`src/rtl/pe_inject_queue.sv`:
```
`default_nettype none
// ---------------------------------------------------------------------------
// pe_inject_queue : first-word-fall-through injection FIFO from a PE to its
//                   router port, with head-wait starvation and PE-stall stats.
// Revision: 1.0
// ---------------------------------------------------------------------------
module pe_inject_queue #(
  parameter int X_W       = 2,
  parameter int Y_W       = 2,
  parameter int D_W       = 32,
  parameter int DEPTH     = 4,
  parameter int STARVE_TH = 8,
  parameter int CNT_W     = 16
) (
  input  logic                     clk,
  input  logic                     rst_n,
  input  logic [X_W-1:0]           pe_x,
  input  logic [Y_W-1:0]           pe_y,
  input  logic [D_W-1:0]           pe_d,
  input  logic                     pe_v,
  output logic                     pe_rdy,
  output logic [X_W-1:0]           i_x,
  output logic [Y_W-1:0]           i_y,
  output logic [D_W-1:0]           i_d,
  output logic                     i_v,
  input  logic                     i_ack,
  output logic [$clog2(DEPTH):0]   count,
  output logic                     starve,
  output logic [CNT_W-1:0]         stall_cnt
);

  localparam int c_PTR_W  = $clog2(DEPTH);
  localparam int c_OCC_W  = c_PTR_W + 1;
  localparam int c_WAIT_W = $clog2(STARVE_TH + 1);
  localparam int c_E_W    = X_W + Y_W + D_W;
  localparam logic [c_OCC_W-1:0]  c_FULL = c_OCC_W'(DEPTH);
  localparam logic [c_WAIT_W-1:0] c_TH   = c_WAIT_W'(STARVE_TH);

  logic [c_E_W-1:0]    mem_q [DEPTH];
  logic [c_PTR_W-1:0]  head_q, head_d, tail_q, tail_d;
  logic [c_OCC_W-1:0]  count_q, count_d;
  logic [c_WAIT_W-1:0] wait_q, wait_d;
  logic                starve_q, starve_d;
  logic [CNT_W-1:0]    stall_q, stall_d;
  logic                w_push, w_pop;
  logic [c_E_W-1:0]    w_head;

  // Ready and valid come straight from registered occupancy: no ack-to-ready path.
  assign pe_rdy = (count_q != c_FULL);
  assign i_v    = (count_q != '0);
  assign w_push = pe_v && pe_rdy;
  assign w_pop  = i_v && i_ack;
  assign w_head = i_v ? mem_q[head_q] : '0;

  assign {i_x, i_y, i_d} = w_head;
  assign count     = count_q;
  assign starve    = starve_q;
  assign stall_cnt = stall_q;

  always_comb begin
    head_d   = head_q + c_PTR_W'(w_pop);
    tail_d   = tail_q + c_PTR_W'(w_push);
    count_d  = count_q;
    wait_d   = wait_q;
    stall_d  = stall_q;
    case ({w_push, w_pop})
      2'b10:   count_d = count_q + c_OCC_W'(1);
      2'b01:   count_d = count_q - c_OCC_W'(1);
      default: count_d = count_q;
    endcase
    if (w_pop || !i_v) begin
      wait_d = '0;
    end else if (wait_q != c_TH) begin
      wait_d = wait_q + c_WAIT_W'(1);
    end
    starve_d = (wait_d == c_TH);
    if (pe_v && !pe_rdy && (stall_q != {CNT_W{1'b1}})) begin
      stall_d = stall_q + CNT_W'(1);
    end
  end

  always_ff @(posedge clk) begin
    if (!rst_n) begin
      head_q   <= '0;
      tail_q   <= '0;
      count_q  <= '0;
      wait_q   <= '0;
      starve_q <= 1'b0;
      stall_q  <= '0;
    end else begin
      head_q   <= head_d;
      tail_q   <= tail_d;
      count_q  <= count_d;
      wait_q   <= wait_d;
      starve_q <= starve_d;
      stall_q  <= stall_d;
    end
  end

  // Storage needs no reset; the head is masked to zero whenever the queue is empty.
  always_ff @(posedge clk) begin
    if (rst_n && w_push) begin
      mem_q[tail_q] <= {pe_x, pe_y, pe_d};
    end
  end

endmodule
`default_nettype wire

```
`config.mk`:
```
export PLATFORM = sky130hd
export DESIGN_NAME = pe_inject_queue
export DESIGN_NICKNAME = d
export VERILOG_FILES = /design/src/rtl/pe_inject_queue.sv
export SDC_FILE = /design/constraint.sdc
export NUM_CORES = 1
export LEC_CHECK = 0
export BUFFER_PORTS_ARGS = -buffer_cell sky130_fd_sc_hd__buf_2
export CORE_MARGIN = 2
export CORE_UTILIZATION = 45
export CTS_CLUSTER_DIAMETER = 30
export DETAILED_ROUTE_END_ITERATION = 7
export PLACE_DENSITY = 0.65
export REMOVE_ABC_BUFFERS = 1
export SETUP_SLACK_MARGIN = 0.15
export SLEW_MARGIN = 20
export SYNTH_ARGS = -nofsm -noshare
export SYNTH_HDL_FRONTEND = slang
export SYNTH_SLANG_ARGS = --single-unit
```
`constraint.sdc`:
```
create_clock -name clk -period 6.5 [get_ports clk]
set_clock_uncertainty 0.1 [all_clocks]
set_input_delay 0.325 -clock clk [delete_from_list [all_inputs] [get_ports clk]]
set_output_delay 0.325 -clock clk [all_outputs]
set_load 0.05 [all_outputs]
```
==> results.rst <==
.. list-table::
   :header-rows: 1

   * - Metric
     - Value
   * - Final worst-path cycle share
     - ~45%
   * - Max Buffers Root-to-Sink
     - 2
   * - Most used flip-flop cell after synthesis
     - edfxtp_1
   * - Synthesis-to-layout area growth
     - 19.6%
   * - Area post-placement
     - 0.00763 sq mm
   * - Clock sink count
     - approximately 170
   * - Critical path peak fanout
     - 30
   * - Power density relative to cell area
     - around 430 mW/mm^2
   * - Number of nets in the finished design
     - 552
   * - Cells taking the most area after synthesis
     - edfxtp_1 (63%), mux4_2 (12%), dfxtp_1 (8.1%), and2_1 (3.6%), ha_1 (1.1%)
   * - DR pass1 iterations
     - 5
   * - Final hold slack
     - 0.0191 ns
   * - HP Class
     - input port to flip-flop
   * - Clock root cell
     - clkbuf_16
   * - Routability-driven placement congestion ratio
     - 0.810
   * - Number of inserted diodes
     - 0
   * - Sequential cell area fraction in the yosys report
     - 70.7%
   * - Area of combinational cells with multiple inputs
     - 0.00194 sq mm
   * - Routed wire length per instance
     - 18.3 um
   * - Synth Instances
     - 396
   * - Final antenna-violating net count
     - 0
   * - DRC Markers
     - 0
   * - Clock latency of the later-clocked register in the worst-skew pair
     - 0.42 ns
   * - Total global routing track utilization
     - 16.8%
   * - Number of DRC violations after detailed-routing iteration 0
     - about 190
   * - Global Route met2 Usage
     - 27.7%
   * - Category of the critical setup timing path
     - flip-flop to output pin
   * - Static leakage
     - 2.93 nW
   * - TNS Setup
     - 0 ns
   * - Most repeated cell in the gate-level netlist after synthesis
     - edfxtp_1
   * - Fraction of synthesized cell area taken by the top area cell type
     - 62.6%
   * - Sum of net half-perimeters after detailed placement
     - 7720 um
   * - First-pass GRT wire length
     - 20500 um
   * - Number of port buffers
     - 97
   * - Required time of the critical path
     - 6.07 ns
   * - Overall die area
     - 0.0164 sq mm
   * - Global routing met1 resource utilization
     - 21.2%
   * - Row cnt
     - 45
   * - Starting utilization of the core area
     - 45.8%
   * - I/O pin count
     - 98
   * - Library cells used by synthesis
     - 48
   * - Fmax
     - 0.345 GHz
   * - Final core utilization
     - 54.8%
   * - Avg Cell Area, Syn
     - 17.4 sq um
   * - Number of buffers created by CTS
     - 17
   * - Endpoints failing hold
     - 0
   * - Number of levels the H-tree was split into
     - 4
   * - Number of antenna violations at the first check in global routing
     - 2
   * - Yosys synthesis warning count
     - 0
   * - Count of flip-flops with a built-in enable after synthesis
     - 144
   * - Max transition margin
     - between 20% and 30%
   * - Synthesized cell area
     - around 0.007 sq mm
   * - Largest area contributor in the synthesized netlist
     - edfxtp_1
   * - Final-report setup violation count
     - 0
   * - Met3 Resource Use GR
     - roughly 5.6%
   * - DIE WIDTH
     - 128 um
   * - Measured slew at the worst slew-check pin
     - 1.06 ns
   * - Total of fill cells in the finished design
     - 1228
   * - Pre-CTS setup slack
     - between 3 and 4 ns
   * - Number of register bits inferred by synthesis
     - 172
   * - Post-CTS repair timing setup buffer count
     - 0
   * - Via density per instance
     - 5.45
   * - Most used routing layer
     - met2
   * - Share of flip-flops with an asynchronous set or reset
     - 0%
   * - Crit path capture type
     - output pin
   * - Kind of launch point of the worst setup path
     - flip-flop
   * - Footprint of the flip-flops and latches
     - 0.00489 sq mm
   * - Unrepaired setup endpoints after global routing
     - no
   * - Pin count of the biggest net entering global routing
     - 40
   * - Core area
     - 0.0151 sq mm
   * - Final worst setup slack
     - 3.60 ns
   * - List of most frequent post-synthesis cells
     - edfxtp_1 (144), and2_1 (40), mux4_2 (36), dfxtp_1 (28), a21oi_1 (14)
   * - TritonCTS clock tree
     - built
   * - Via count of the first global-routing pass
     - around 3800
   * - Total length of routed wires
     - 12900 um
   * - Layout cells sized above 1
     - 34.9%
   * - Signal arrival time at the worst endpoint
     - approximately 2.5 ns
   * - Number of maximum-capacitance constraint violations
     - 0
   * - Vias after detailed routing
     - between 3000 and 4000
   * - Final std cell area, no fill
     - around 0.0083 sq mm
   * - Final max-slew violation count
     - 0
   * - Grt total ovfl
     - 0
   * - Clock-pin slew on the worst setup and hold paths
     - 0.06 ns
   * - Run status
     - completed
   * - Minimum period implied by the final worst setup slack
     - 2.90 ns
   * - Height of the die
     - 128 um
   * - Peak supply drop
     - a little under 200 uV
routing by layer:
metal | wire, um | share of wire (%) | vias up
met2 | 6310 | 49 | 116
met3 | 793 | 6.1 | 19
met1 | 5620 | 43 | 1925
met5 | 28 | 0.22 | -
li1 | - | - | 1783
met4 | 168 | 1.3 | 4
power breakdown:
group,switching (W),internal (W)
combinational,0.000837,0.000366
clock,0.000392,0.000638
sequential,0.0000546,0.00127
total,0.00128,0.00227
path summary, 6_finish.rpt:
check,slack [ns],depth (start not counted),start,end
worst min register to register,0.42,2,stall_cnt[1],stall_cnt[1]
worst max-delay path,3.60,4,head_q[0],i_d[13]
worst max register to register,3.96,9,count[0],count[2]
worst min-delay path,0.02,1,pe_d[23],mem_q[0][23]
state kept, by name, summed over array words and instances, names as in the netlist:
| register | count |
|---|---|
| wait_q | 4 |
| mem_q | 144 |
| starve | 1 |
| stall_cnt | 16 |
| head_q | 2 |
| tail_q | 2 |
| count | 3 |
critical path, stage by stage, from the launching register on:
cell and delay (ns):
dfxtp_2 0.48, buf_4 0.59, mux4_2 0.57, and2_1 0.19, buf_2 0.21
logic make-up (layout without fill, tap and decap cells):
kind of cell,Yosys count,after routing,synth area share [%]
AO/OA/AOI/OAI,33,33,3.17
XOR/XNOR,5,5,0.634
adder cells (fa/ha/maj),7,7,1.38
buffers and inverters,26,148,1.54
flip-flops,172,172,70.7
multiplexers,39,39,12.2
AND/OR/NAND/NOR,114,114,10.4
timing repair:
item	4_1_cts	5_1_grt
endpoints found under the hold margin	10	0
hold buffers	3	0
gates resized for setup	0	0
cells in the final DEF, fill, tap and decap left out, drive strengths merged, types with 2 or more instances in the layout:
cell / n
nor2: 13
nand3: 8
clkbuf: 19
o21ai: 4
o31ai: 5
or3: 5
clkinvlp: 2
or4: 6
nand2b: 3
ha: 6
dlygate4sd3: 3
dfxtp: 28
and3: 3
mux4: 36
nand3b: 2
xnor2: 2
and2: 40
mux2i: 3
buf: 102
edfxtp: 144
nor3: 4
bufinv: 4
clkinv: 8
and4: 3
xor2: 3
a21oi: 15
nand4: 6
inv: 10
nand2: 13
nor4: 4
area by class of cell:
type                    count  area share [%]
flip-flops and latches    172            59.1
multi-input cells         198            23.5
repair buffers            105            6.69
clock buffers              19            5.24
well taps                 188            2.85
clock inverters            13            2.10
inverters                  11           0.500
through the flow:
step | power, W | instances
4_1_cts | 0.00359 | 706
3_3_place_gp | 0.00256 | 671
6_report | 0.00355 | 706
2_1_floorplan | 0.00226 | 381
5_1_grt | 0.00370 | 706
3_5_place_dp | 0.00257 | 671
No activity file was read; power rests on OpenSTA's default activity.
